==> config.mk <==
export PLATFORM = sky130hd
export DESIGN_NAME = cpu_run_monitor
export DESIGN_NICKNAME = d
export VERILOG_FILES = /design/src/rtl/cpu_run_monitor.sv
export SDC_FILE = /design/constraint.sdc
export NUM_CORES = 1
export LEC_CHECK = 0
export ABC_AREA = 0
export CAP_MARGIN = 20
export CELL_PAD_IN_SITES_DETAIL_PLACEMENT = 1
export CELL_PAD_IN_SITES_GLOBAL_PLACEMENT = 1
export CORE_MARGIN = 8
export CORE_UTILIZATION = 43
export CTS_CLUSTER_DIAMETER = 120
export DETAILED_ROUTE_END_ITERATION = 8
export PLACE_DENSITY = 0.82
export SLEW_MARGIN = 10
export SYNTH_ARGS = -nofsm -noshare
export SYNTH_HDL_FRONTEND = slang
export SYNTH_SLANG_ARGS = --single-unit
==> constraint.sdc <==
create_clock -name clk -period 4.8 [get_ports clk]
set_clock_uncertainty 0.1 [all_clocks]
set_input_delay 0.72 -clock clk [delete_from_list [all_inputs] [get_ports clk]]
set_output_delay 0.72 -clock clk [all_outputs]
set_load 0.05 [all_outputs]
==> src/rtl/cpu_run_monitor.sv <==
// Reset sequencer and run monitor for the single-cycle CPU: holds the core in
// reset, counts run cycles and status-flag rising edges, stops at a cycle limit.
module cpu_run_monitor #(
  parameter int unsigned N_FLAGS  = 2,
  parameter int unsigned CNT_W    = 16,
  parameter int unsigned CYC_W    = 32,
  parameter int unsigned RST_HOLD = 4,
  parameter int unsigned TIMEOUT  = 0
) (
  input  logic                       clk,
  input  logic                       reset,
  input  logic                       clear,
  input  logic [N_FLAGS-1:0]         flags,
  output logic                       core_reset,
  output logic                       running,
  output logic                       timeout,
  output logic [CYC_W-1:0]           cycle_count,
  output logic [N_FLAGS*CNT_W-1:0]   flag_count,
  output logic [N_FLAGS-1:0]         flag_sticky
);

  localparam int unsigned       HOLD_W    = (RST_HOLD > 1) ? $clog2(RST_HOLD) : 1;
  localparam logic [HOLD_W-1:0] HOLD_LAST = HOLD_W'(RST_HOLD - 1);
  localparam logic [CYC_W-1:0]  CYC_LAST  = CYC_W'(TIMEOUT - 1);

  typedef enum logic [1:0] {
    S_HOLD,
    S_RUN,
    S_STOP
  } state_t;

  state_t                          state_q, state_d;
  logic [HOLD_W-1:0]               hold_q, hold_d;
  logic [CYC_W-1:0]                cyc_q, cyc_d;
  logic [N_FLAGS-1:0][CNT_W-1:0]   cnt_q, cnt_d;
  logic [N_FLAGS-1:0]              sticky_q, sticky_d;
  logic [N_FLAGS-1:0]              flags_q;
  logic                            core_q, run_q, tmo_q;
  logic [N_FLAGS-1:0]              rise;

  assign rise = flags & ~flags_q;

  always_comb begin
    state_d  = state_q;
    hold_d   = hold_q;
    cyc_d    = cyc_q;
    cnt_d    = cnt_q;
    sticky_d = sticky_q;
    if (clear) begin
      state_d  = S_HOLD;
      hold_d   = '0;
      cyc_d    = '0;
      cnt_d    = '0;
      sticky_d = '0;
    end else begin
      case (state_q)
        S_HOLD: begin
          if (hold_q == HOLD_LAST) begin
            state_d = S_RUN;
            hold_d  = '0;
          end else begin
            hold_d = hold_q + HOLD_W'(1);
          end
        end
        S_RUN: begin
          if (cyc_q != '1) cyc_d = cyc_q + CYC_W'(1);
          for (int unsigned i = 0; i < N_FLAGS; i++) begin
            if (rise[i]) begin
              if (cnt_q[i] != '1) cnt_d[i] = cnt_q[i] + CNT_W'(1);
              sticky_d[i] = 1'b1;
            end
          end
          // The transition edge itself is still a RUN cycle, so counting above stands.
          if ((TIMEOUT != 0) && (cyc_q == CYC_LAST)) state_d = S_STOP;
        end
        default: ;
      endcase
    end
  end

  always_ff @(posedge clk or negedge reset) begin
    if (!reset) begin
      state_q  <= S_HOLD;
      hold_q   <= '0;
      cyc_q    <= '0;
      cnt_q    <= '0;
      sticky_q <= '0;
      flags_q  <= '0;
      core_q   <= 1'b0;
      run_q    <= 1'b0;
      tmo_q    <= 1'b0;
    end else begin
      state_q  <= state_d;
      hold_q   <= hold_d;
      cyc_q    <= cyc_d;
      cnt_q    <= cnt_d;
      sticky_q <= sticky_d;
      flags_q  <= flags;
      core_q   <= (state_d == S_RUN);
      run_q    <= (state_d == S_RUN);
      tmo_q    <= (state_d == S_STOP);
    end
  end

  assign core_reset  = core_q;
  assign running     = run_q;
  assign timeout     = tmo_q;
  assign cycle_count = cyc_q;
  assign flag_count  = cnt_q;
  assign flag_sticky = sticky_q;

endmodule

==> Word level (Yosys, flattened, before mapping) <==
Cells that the tools add are included.
{ "totals": {"ff_bits": 74, "inputBits": 5} }
{ "op_classes": {"addsub": 4, "eq_ne": 7, "mux": 19, "bitwise_logic": 2, "n_reduce_logical": 13} }
{ "ops": {"columns": ["op", "n"], "rows": [
  ["two-way mux 32 bit", 5],
  ["two-way mux 16 bit", 4],
  ["adder 16 x 1 -> 16 bit, second input constant", 2],
  ["adder 32 x 1 -> 32 bit, second input constant", 1],
  ["inequality test 16 bit, second input constant", 2],
  ["inequality test 32 bit, second input constant", 1],
  ["two-way mux 2 bit", 8],
  ["nonzero test 2 bit", 7],
  ["AND reduction 2 bit", 3],
  ["AND reduction 3 bit", 2],
  ["equality test 2 x 1 -> 1 bit, second input constant", 2],
  ["equality test 2 bit, second input constant", 2],
  ["adder 2 x 1 -> 2 bit, second input constant", 1],
  ["AND 2 bit", 1],
  ["zero test 2 bit", 1],
  ["two-way mux 1 bit", 2],
  ["inverter 2 bit", 1]
]} }

==> Depth between registers and ports, before layout <==
Gate-level depths: netlist of run 1.
{ "depth": {"word_depth": 5, "mapped_depth": 7, "depth_no_buf": 6} }

==> Worst setup path after synthesis of run 1 <==
Ideal clock, no wire load.
{ "synth_path": {"kind": "register to register", "startpoint": "register cnt_q (netlist bit flag_count[16])", "endpoint": "register cnt_q (netlist bit flag_count[22])", "setup_time_ps": 128, "arrival_time_ps": 2203, "path_slack_ps": 2369, "path_stages_with_launch": 7, "path_buffers": 0, "synth_period_minus_slack_ps": 2431, "path_cell_list": "dfrtp_1 -> ha_1 -> nand3_1 -> or4b_1 -> o211ai_1 -> nor3_1 -> mux2_1"} }
{ "synth_between": {"elab_chain_cells": 5, "elab_cells_between_ends": 8, "cone_classes": "1 x add/sub; 1 x eq/ne; 4 x mux; 2 x reduce/logical"} }
{ "synth_rtl": {"columns": ["element", "line_no", "text"], "rows": [
  ["start, declared", "35", "logic [N_FLAGS-1:0][CNT_W-1:0] cnt_q, cnt_d;"],
  ["start signal, assigned", "96", "cnt_q <= cnt_d;"],
  ["adder 16 x 1 -> 16 bit", "69", "if (cnt_q[i] != '1) cnt_d[i] = cnt_q[i] + CNT_W'(1);"],
  ["two-way mux 16 bit", "69", null],
  ["two-way mux 16 bit", "68", "if (rise[i]) begin"],
  ["two-way mux 32 bit", "56", "case (state_q)"],
  ["two-way mux 32 bit", "49", "if (clear) begin"]
]} }
Several ways; a longest one is shown, not always the timed one. The select of a mux whose other input is x is not followed.
A chain may end at the register's enable or synchronous reset.

==> Final worst setup path of run 1 <==
{ "layout_path": {"startpoint": "register cyc_q[16] (netlist: cycle_count[16])", "endpoint": "register cyc_q[1] (netlist: cycle_count[1])"} }
{ "layout_between": {"elab_chain_cells": 3} }
{ "layout_rtl": {"columns": ["element", "line_no", "text"], "rows": [
  ["start, declared", "34", "logic [CYC_W-1:0] cyc_q, cyc_d;"],
  ["start signal, assigned", "95", "cyc_q <= cyc_d;"],
  ["inequality test 32 bit", "66", "if (cyc_q != '1) cyc_d = cyc_q + CYC_W'(1);"],
  ["nonzero test 2 bit (no source line)", null, null],
  ["AND reduction 2 bit (no source line)", null, null]
]} }
No other way between the ends.

==> metrics, run 1 <==
number of design-rule violations left by the first detailed-router iteration 147; status completed; number of gates resized after CTS 0; Total Negative Setup Slacks 0 ns; Clock Latency Late Sink 0.34 ns; chip height 111 microns; adder and majority cell fraction of the synthesized area 1.29%; fraction of final layout cells with drive strength greater than 1 9.36%; arrival time at the worst endpoint 2.82 ns; CTS Sinks 74; CTS tree yes; share of cell area taken by muxes after synthesis 1.07%; worst reg2reg path depth 5; vias in the first global route 3479; Vias/cell 5.73; final critical-path setup slack 2.06 ns; RSZ-0062 raised after global routing false; total wirelength of the detailed-routed design 10800 microns; top library cells by usage in the layout, fill and taps aside 74 x dfrtp_1, 71 x clkdlybuf4s50_1, 37 x nor2_1, 35 x xor2_1, 26 x o21ai_0; number of failing hold endpoints at the final stage 0; sort of element at the start of the critical path flop; clk slew on worst S/H paths 0.08 ns; leading cell types by total area after synthesis dfrtp_1 48%, xor2_1 7.9%, nor2_1 3.6%, o21ai_0 3.4%, nand3_1 3.1%; Residual DRC 0; count of flip-flops with a built-in enable after synthesis 0; combined area of all synthesized cells 3870 sq um; register-to-register path setup slack 2.06 ns; Hold Buf Count CTS 0; number of nets in the finished design 474; total half-perimeter wirelength after legalization and detailed placement 7240 microns; antenna fix cells 0; Synth Area in Compound Gates 11.8%; Detailed Routing Iterations Pass 1 4; H-tree level count 3; post-place setup slack 1.92 ns; share of synthesized flip-flops with an asynchronous set or reset 100%; required time of the critical path 4.89 ns; finished layout cell area 4900 sq um; CP Capture Type flop; number of input and output port buffers inserted 73; worst-case hold slack 0.150 ns; Max Transition Viols Final 0; post-route ant nets 0; post-synthesis cell type count 47; library cell occupying the most area in the post-synthesis netlist dfrtp_1; GRT Residual Overflow 0; placement row count 34; post-synth top area share 47.8%; most used flip-flop cell after synthesis dfrtp_1; largest net degree at the start of global routing 75; crit path launch cycle_count[16]$_DFFE_PN0P_; Post-Synthesis Net Count 406; overall routing resource usage 17.7%; die extent in x 111 microns; sequential-to-total area share from yosys stat 47.8%; Leakage Power 1.90 nW; path type of the worst setup path reg2reg; relative max-transition margin 24.1%; initial antenna violation count 0; worst min path class in2async; combinational family with the most area after synthesis simple AND/OR/NAND/NOR gates; most common library cell in the layout ignoring fill and taps dfrtp_1; Die ar. 12300 sq um; Synth Area in Simple Gates 23.8%; Max VDD drop 0.000137 V; instance area after placement 4650 sq um; synth warn 0; number of buffers added for setup after CTS 0; Wirelength per Cell 18.7 microns; number of standard cells after synthesis 397; Finish-stage setup viols 0; Area Overhead vs Synth 26.5%; I/O Pins 74; number of storage elements in the synthesis netlist 74; crit path max fanout 24; starting density of the core 44.4%; total clock buffers created by CTS 9; syn_area_per_cell 9.75 sq um; buffer levels on the longest clock path 2; critical register-to-register path startpoint cycle_count[16]$_DFFE_PN0P_; overall via count from detail_route 3314; placer's final routability congestion estimate 0.803; core occupancy in the finished layout 56.2%; power per standard cell area 263 nW/um^2; reg2reg end cycle_count[1]$_DFFE_PN0P_; max-capacitance violation count 0; Worst Max-Slew Pin Slew 1.14 ns; highest achievable clock rate 0.366 GHz; Core Footprint 8720 sq um; fin crit period 2.74 ns; fin crit share 57.0%; first-pass GRT wire length 18400 microns; post-synthesis xor/xnor area fraction 10.9%; root buf cell clkbuf_8
cells by family after synthesis:
kind of cell / Yosys count
and+or+nand+nor: 163
AOI/OAI and AO/OA: 75
DFF: 74
xor gates and xnor gates: 48
buffers and inverters: 29
muxes: 4
adders and majority gates: 4
worst max path at each step:
stage / cells past startpoint / to / slack [ns]
CTS: 5 / cycle_count[1]$_DFFE_PN0P_ / 2.09
global placement: 6 / flag_count[14]$_DFFE_PN0P_ / 2.07
floorplan: 6 / flag_count[22]$_DFFE_PN0P_ / 2.37
detailed placement: 6 / flag_count[14]$_DFFE_PN0P_ / 1.92
global route: 5 / cycle_count[1]$_DFFE_PN0P_ / 1.97
finish: 5 / cycle_count[1]$_DFFE_PN0P_ / 2.06
critical path: stages, from the launching register on:
cell and delay [ns]:
dfrtp_1 0.47, nand3_2 0.16, or3_4 0.43, or4_1 1.04, nand4_1 0.28, a21oi_1 0.09
stage by stage:
step | cells | power (mW)
global route | 578 | 1.33
CTS | 577 | 1.29
global placement | 561 | 0.731
finish | 578 | 1.29
floorplan | 397 | 0.700
detailed placement | 561 | 0.736
per-layer routing:
layer,routed length (microns),vias up,GRT usage (%),share of wire [%]
li1,-,1554,-,-
met1,4870,1680,22.7,45
met2,5260,70,28.4,49
met3,548,10,4.27,5.1
met4,134,0,6.49,1.2
met5,0,-,0,0
cell usage after synthesis (all sizes together) (2+ instances only):
master    n
or3       7
buf       6
nand4    18
ha        4
or2       2
a31oi     3
mux2i     3
nor3     11
nand3    25
a21oi    34
dfrtp    74
o211ai    4
a311oi    2
xnor2    13
and4      4
or4b      2
or4       4
nor2     37
nor2b     2
o22ai     2
o21ai    26
nor4     10
and3     11
clkbuf   13
inv      10
nand2    21
xor2     35
nor3b     3
nand4bb   2
cell type report:
class                   instances  area [sq um]
clock buffers                  12           155
clock inverters                 4          73.8
multi-input cells             294          1890
flip-flops and latches         74          1850
repair buffers                 76           756
fillers                      1010          3820
well taps                     108           135
inverters                      10          37.5
sequential cells by signal, indices dropped and copies added, names as in the netlist:
register	cells
timeout	1
flags_q	2
hold_q	2
flag_sticky	2
flag_count	32
cycle_count	32
state_q	2
running	1
power breakdown:
part	switching [mW]	internal, mW
sequential	0.0101	0.632
clock	0.241	0.322
combinational	0.0586	0.0232
(Power assumes the default switching activity.)
==> run 2, diff against run 1 <==
--- a/config.mk
+++ b/config.mk
@@ -10,10 +10,10 @@
 export CELL_PAD_IN_SITES_DETAIL_PLACEMENT = 1
 export CELL_PAD_IN_SITES_GLOBAL_PLACEMENT = 1
 export CORE_MARGIN = 8
-export CORE_UTILIZATION = 43
+export CORE_UTILIZATION = 36
 export CTS_CLUSTER_DIAMETER = 120
 export DETAILED_ROUTE_END_ITERATION = 8
-export PLACE_DENSITY = 0.82
+export PLACE_DENSITY = 0.73
 export SLEW_MARGIN = 10
 export SYNTH_ARGS = -nofsm -noshare
 export SYNTH_HDL_FRONTEND = slang
==> constraint.sdc (replaced) <==
create_clock -name clk -period 2.21 [get_ports clk]
set_clock_uncertainty 0.1 [all_clocks]
set_input_delay 0.3315 -clock clk [delete_from_list [all_inputs] [get_ports clk]]
set_output_delay 0.3315 -clock clk [all_outputs]
set_load 0.05 [all_outputs]
==> run 2 against run 1 <==
- design area is 8.8% higher
- utilization is 6.1 points lower
- via count is 2.2% higher
- non-clock buffer count is 38 higher
- sequential share of layout area is 2.3 points lower
- largest cell class unchanged
- sequential power is 120% higher
- highest routed layer unchanged
- first-iteration DRC count is 0.68% lower
- sequential cell count stayed put
- final cell count is 12% higher
==> metrics, run 2 (same netlist as run 1, synthesis figures left out) <==
status completed; I/O Pins 74 (unchanged); overall routing resource usage 16.5% (-1.2 points); Max VDD drop 0.000260 V (+90%); Leakage Power 2.03 nW (+6.9%); internal portion of total power 2.19 mW (+120%); number of failing hold endpoints at the final stage 0 (unchanged); worst-case hold slack 0.222 ns (+0.0727 ns); clk slew on worst S/H paths 0.09 ns (about the same); Max Transition Viols Final 0 (unchanged); GRT met3 Usage 3.71% (-0.56 points); Area Overhead vs Synth 37.7%; highest achievable clock rate 0.465 GHz (+27%); sort of element at the start of the critical path flop; post-route ant nets 0 (unchanged); vias in the first global route 3758 (+8.0%); CP Capture Type flop; Detailed Routing Iterations Pass 1 4 (unchanged); RSZ-0062 raised after global routing true; fin crit share 97.2% (+40 points); chip height 120 microns (+8.0%); H-tree level count 3 (unchanged); post-place setup slack 0.0404 ns (-1.88 ns); instance area after placement 5020 sq um (+8.0%); number of nets in the finished design 512 (+8.0%); depth of the worst hold-timing path 2; portion of total power attributed to sequential cells 48.2% (-1.7 points); GR met1 Demand/Resource 21.2% (-1.4 points); Residual DRC 0 (unchanged); first-pass GRT wire length 19500 microns (+5.9%); net switching fraction of the power 24.0% (-0.048 points); clock network fraction of design power 44.7% (+1.0 points); final critical-path setup slack 0.0608 ns (-2.00 ns); fin crit period 2.15 ns (-0.587 ns); starting density of the core 36.3% (-8.0 points); relative max-transition margin 58.8% (+35 points); Finish-stage setup viols 0 (unchanged); Wirelength per Cell 17.6 microns (-5.7%); register-to-register path setup slack 0.06 ns (-2.00 ns); GRT Residual Overflow 0 (unchanged); power per standard cell area 542 nW/um^2 (+110%); number of input and output port buffers inserted 73 (unchanged); placement row count 38 (+12%); reg2reg end cycle_count[27]$_DFFE_PN0P_; Worst Max-Slew Pin Slew 0.619 ns (-0.521 ns); worst min path class in2reg; arrival time at the worst endpoint 2.26 ns (-0.56 ns); worst reg2reg path depth 5 (unchanged); power dissipated by switching net loads 693 uW (+120%); Vias/cell 5.23 (-8.8%); finished layout cell area 5330 sq um (+8.8%); endpoint of the worst hold path flag_count[14]$_DFFE_PN0P_; crit path max fanout 4 (-83%); placer's final routability congestion estimate 0.787 (-2.0%); total clock buffers created by CTS 9 (unchanged); met2 GRT Util 27.2% (-1.1 points); cell with the largest stage delay on the worst path or4_4; antenna fix cells 0 (unchanged); overall via count from detail_route 3388 (+2.2%); required time of the critical path 2.32 ns (-2.57 ns); initial antenna violation count 0 (unchanged); share of power burned in combinational logic 7.0% (+0.6 points); top library cells by usage in the layout, fill and taps aside 71 x clkdlybuf4s50_1, 42 x dfrtp_1, 40 x buf_4, 37 x nor2_1, 35 x xor2_1; critical register-to-register path startpoint cycle_count[8]$_DFFE_PN0P_; longest individual stage delay on the worst path 0.61 ns (-0.43 ns); die extent in x 120 microns (+8.0%); Cell Chain, Critical Path nand4_1 -> or4_4 -> or4_1 -> xor2_1 -> a21oi_2; fraction of final layout cells with drive strength greater than 1 23.6% (+14 points); Clock Latency Late Sink 0.35 ns (about the same); max-capacitance violation count 0 (unchanged); number of design-rule violations left by the first detailed-router iteration 146 (-0.68%); Core Footprint 10700 sq um (+22%); worst hold start clear; Die ar. 14300 sq um (+17%); largest net degree at the start of global routing 47 (-37%); total wirelength of the detailed-routed design 11400 microns (+5.7%); CTS tree yes; path type of the worst setup path reg2reg; total half-perimeter wirelength after legalization and detailed placement 8340 microns (+15%); most common library cell in the layout ignoring fill and taps clkdlybuf4s50_1; buffer levels on the longest clock path 2 (unchanged); root buf cell clkbuf_8; CTS Sinks 74 (unchanged); Top Usage Layer GRT met2
## run 2: routing by layer
| layer | part of all wire (%) | wire length [microns] | vias up |
|---|---|---|---|
| met5 | 0 | 0 | - |
| met4 | 0.96 | 110 | 0 |
| met3 | 3.7 | 422 | 8 |
| met2 | 49 | 5630 | 48 |
| met1 | 46 | 5250 | 1693 |
| li1 | - | - | 1639 |
## run 2: worst max path at each step
stage	start	endpoint	slack, ns	depth (start not counted)
global route	cycle_count[17]$_DFFE_PN0P_	cycle_count[1]$_DFFE_PN0P_	-0.02	6
detailed placement	flags[1]	flag_count[25]$_DFFE_PN0P_	0.04	7
finish	cycle_count[8]$_DFFE_PN0P_	cycle_count[27]$_DFFE_PN0P_	0.06	5
CTS	cycle_count[7]$_DFFE_PN0P_	cycle_count[27]$_DFFE_PN0P_	0.03	5
floorplan	flag_count[16]$_DFFE_PN0P_	flag_count[22]$_DFFE_PN0P_	-0.004	6
global placement	cycle_count[7]$_DFFE_PN0P_	cycle_count[27]$_DFFE_PN0P_	0.06	5
## run 2: layout make-up
type,count,area (sq um)
clock buffers,10,128
clock inverters,6,114
fillers,1239,5320
inverters,10,37.5
multi-input cells,294,1940
flip-flops and latches,74,1890
well taps,140,175
repair buffers,114,1050
## run 2: metrics by stage
step                cells  utilization (%)  TNS [ns]  total power [mW]
floorplan             397                -  -0.00423              1.52
global placement      625             47.1         0              1.61
detailed placement    625             47.1         0              1.62
CTS                   642             49.5         0              2.92
global route          648             50.0   -0.0495              3.00
finish                648             50.0         0              2.89
## run 2: timing repair
action,in CTS,in global routing
resized for setup,0,4
endpoints found under the setup margin,0,7
buffers inserted,0,6
hold buffers,1,0
endpoints found under the hold margin,45,0
## run 2: worst max-delay path: cells and delay by family (launching register included)
family	cells	cell delay (ns)
AOI/OAI and AO/OA	1	0.07
xor gates and xnor gates	1	0.19
DFF	1	0.39
and+or+nand+nor	3	1.25
## run 2: power by group through the flow
| stage | Clock, mW | Sequential, mW | Combinational, mW |
|---|---|---|---|
| 3_3_place_gp | 0 | 1.42 | 0.192 |
| 5_1_grt | 1.38 | 1.39 | 0.226 |
| 4_1_cts | 1.32 | 1.39 | 0.203 |
| 2_1_floorplan | 0 | 1.44 | 0.0839 |
| 6_report | 1.29 | 1.39 | 0.203 |
| 3_5_place_dp | 0 | 1.42 | 0.201 |
==> run 3, diff against run 2 <==
--- a/config.mk
+++ b/config.mk
@@ -5,15 +5,15 @@
 export SDC_FILE = /design/constraint.sdc
 export NUM_CORES = 1
 export LEC_CHECK = 0
-export ABC_AREA = 0
+export ABC_AREA = 1
 export CAP_MARGIN = 20
 export CELL_PAD_IN_SITES_DETAIL_PLACEMENT = 1
 export CELL_PAD_IN_SITES_GLOBAL_PLACEMENT = 1
 export CORE_MARGIN = 8
-export CORE_UTILIZATION = 36
+export CORE_UTILIZATION = 42
 export CTS_CLUSTER_DIAMETER = 120
 export DETAILED_ROUTE_END_ITERATION = 8
-export PLACE_DENSITY = 0.73
+export PLACE_DENSITY = 0.83
 export SLEW_MARGIN = 10
 export SYNTH_ARGS = -nofsm -noshare
 export SYNTH_HDL_FRONTEND = slang
==> constraint.sdc (replaced) <==
create_clock -name clk -period 2.6 [get_ports clk]
set_clock_uncertainty 0.1 [all_clocks]
set_input_delay 0.39 -clock clk [delete_from_list [all_inputs] [get_ports clk]]
set_output_delay 0.39 -clock clk [all_outputs]
set_load 0.05 [all_outputs]
==> run 3 against run 2 <==
- global-route usage rose by 3.9 points
- highest routed layer unchanged
- critical path type is now reg2out
- critical path depth fell by 4
- largest power group unchanged
- design area rose by 12%
==> metrics, run 3 <==
status completed; path type of the worst setup path reg2out; Leakage Power 2.56 nW (+26%); number of nets in the finished design 783 (+53%); number of storage elements in the synthesis netlist 74 (unchanged); Crit path buffers/inverters 1 (+1); fin crit share 85.5%; crit path max fanout 7 (+3); number of failing hold endpoints at the final stage 0 (unchanged); number of input and output port buffers inserted 73 (unchanged); top post-synthesis cells by count 261 x nand2_1, 86 x nor2_1, 74 x dfrtp_1; post-route ant nets 0 (unchanged); total power draw 2.94 mW (+1.8%); fin crit period 2.22 ns; finished layout cell area 5950 sq um (+12%); die extent in x 124 microns (+3.4%); Max Transition Viols Final 0 (unchanged); worst min path class reg2reg; synth warn 0 (unchanged); Max VDD drop 0.000292 V (+12%); most frequent cell after synthesis nand2_1; library cell occupying the most area in the post-synthesis netlist dfrtp_1; Post-Synthesis Net Count 707 (+74%); chip height 124 microns (+3.4%); GRT Residual Overflow 0 (unchanged); leading cell types by total area after synthesis dfrtp_1 38%, nand2_1 20%, nor2_1 6.6%, nand3_1 4.9%, inv_1 4.9%; placement row count 39 (+2.6%); total wirelength of the detailed-routed design 14800 microns (+30%); max-capacitance violation count 0 (unchanged); syn_area_per_cell 6.99 sq um (-28%); first-pass GRT wire length 24900 microns (+28%); relative max-transition margin 61.8% (+3.0 points); overall routing resource usage 20.5% (+3.9 points); antenna fix cells 0 (unchanged); post-synth top area share 38.0% (-9.9 points); Clock Latency Late Sink 0.34 ns (about the same); instance area after placement 5680 sq um (+13%); buffer levels on the longest clock path 2 (unchanged); Area Overhead vs Synth 22.1%; I/O Pins 74 (unchanged); starting density of the core 42.9% (+6.5 points); CTS tree yes; initial antenna violation count 0 (unchanged); H-tree level count 3 (unchanged); power per standard cell area 494 nW/um^2 (-8.8%); placer's final routability congestion estimate 0.857 (+8.8%); Worst Max-Slew Pin Slew 0.573 ns (-0.0459 ns); total clock buffers created by CTS 9 (unchanged); Cell Chain, Critical Path clkdlybuf4s50_1; Die ar. 15300 sq um (+6.9%); Vias/cell 5.24 (+0.13%); CTS Sinks 74 (unchanged); number of standard cells after synthesis 698 (+76%); count of flip-flops with a built-in enable after synthesis 0 (unchanged); CP Capture Type primary output; post-synthesis cell type count 35 (-26%); sort of element at the start of the critical path flop; clk slew on worst S/H paths 0.06 ns (-0.03 ns); share of synthesized flip-flops with an asynchronous set or reset 100% (unchanged); cell with the largest stage delay on the worst path clkdlybuf4s50_1; longest individual stage delay on the worst path 0.87 ns (+0.26 ns); Residual DRC 0 (unchanged); most common library cell in the layout ignoring fill and taps nand2_1; highest achievable clock rate 0.450 GHz; combined area of all synthesized cells 4880 sq um (+26%); Finish-stage setup viols 0 (unchanged); largest net degree at the start of global routing 42 (-11%); overall via count from detail_route 4811 (+42%); Wirelength per Cell 16.1 microns (-8.4%); fraction of final layout cells with drive strength greater than 1 10.4% (-13 points); number of design-rule violations left by the first detailed-router iteration 220 (+51%); vias in the first global route 5087 (+35%); delay-heaviest family, CP buffers and inverters; Detailed Routing Iterations Pass 1 4 (unchanged); Core Footprint 11400 sq um (+6.8%); top library cells by usage in the layout, fill and taps aside 261 x nand2_1, 86 x nor2_1, 74 x dfrtp_1, 72 x clkdlybuf4s50_1, 64 x inv_1; most used flip-flop cell after synthesis dfrtp_1; arrival time at the worst endpoint 1.73 ns (-0.53 ns); RSZ-0062 raised after global routing false; Total Negative Setup Slacks 0 ns (unchanged); required time of the critical path 2.11 ns (-0.21 ns); root buf cell clkbuf_16; sequential-to-total area share from yosys stat 38.0% (-9.9 points); total half-perimeter wirelength after legalization and detailed placement 11100 microns (+33%)
[run 3: changes by cell type after synthesis, moves of 8 or more]
cell and change:
nand3_1 +24, xor2_1 -23, nand2_2 +20, nand3b_1 +8, nor2_2 +9, clkbuf_1 -12, xnor2_1 -9, nor2_1 +49
o21ai_2 +21, nand2_1 +240, and3_1 -10, inv_1 +54, a21oi_2 -12, a21oi_1 -18
[run 3: timing repair]
action / in CTS / in global routing
setup buffers: 0 / 0
endpoints found under the hold margin: 33 / 0
hold buffers: 1 / 0
gates resized for setup: 0 / 0
[run 3: power by group]
group	internal (mW)	leakage [nW]	total, mW	switching, mW
registers	1.21	1.02	1.27	0.0673
logic	0.145	1.42	0.507	0.361
clock network	0.684	0.128	1.16	0.475
total	2.03	2.56	2.94	0.904
[run 3: metal layers]
| metal | GRT usage, % | wire length, microns | vias up |
|---|---|---|---|
| met5 | 0 | 0 | - |
| met4 | 8.95 | 365 | 0 |
| met3 | 3.67 | 680 | 27 |
| met2 | 34.8 | 7240 | 96 |
| met1 | 24.9 | 6550 | 2338 |
| li1 | - | - | 2350 |
[run 3: worst paths after layout]
path                                                   from                          end  slack (ns)  depth (start not counted)
worst min register to register         state_q[1]$_DFF_PN0_            running$_DFF_PN0_        0.37                          1
worst max-delay path            cycle_count[30]$_DFFE_PN0P_              cycle_count[30]        0.38                          1
max in group asynchronous                             reset   flag_count[13]$_DFFE_PN0P_        1.36                          3
worst max register to register    flag_count[0]$_DFFE_PN0P_    flag_count[8]$_DFFE_PN0P_        0.39                         10
min in group asynchronous                             reset  cycle_count[25]$_DFFE_PN0P_        0.45                          2
worst min-delay path                   state_q[1]$_DFF_PN0_            running$_DFF_PN0_        0.37                          1
[run 3: layout make-up]
type,count,area [sq um]
clock buffer,13,260
tap,143,179
timing repair buffer,79,788
multi-input combinational,543,2620
sequential,74,1850
fill,1492,5420
inverter,67,251
[run 3: stage by stage]
step,util (%),cells,hold WS [ns],setup slack [ns]
final,52.3,919,0.375,0.376
after global routing,52.3,919,0.386,0.223
after CTS,52.3,919,0.374,0.371
after detailed placement,50.0,905,0.280,0.143
after global placement,50.0,905,0.277,0.259
after floorplan,-,698,-0.00559,0.518
[run 3: cells by family (layout without fill, tap and decap cells)]
family	Yosys count	count (layout)	share of synthesized area [%]
xor gates and xnor gates	16	16	2.87
AOI/OAI and AO/OA	61	61	8.29
DFF	74	74	38.0
buffers and inverters	81	159	8.26
and+or+nand+nor	462	462	41.6
adders and majority gates	4	4	1.03
[run 3: worst reg2reg max path, stage by stage (launching register included)]
cell	delay, ns
dfrtp_1	0.49
ha_1	0.23
nand2_1	0.10
inv_1	0.09
nand3_1	0.18
nor2_2	0.23
nand3_2	0.17
nand2_4	0.26
inv_1	0.11
nand2_1	0.08
nand2_1	0.05
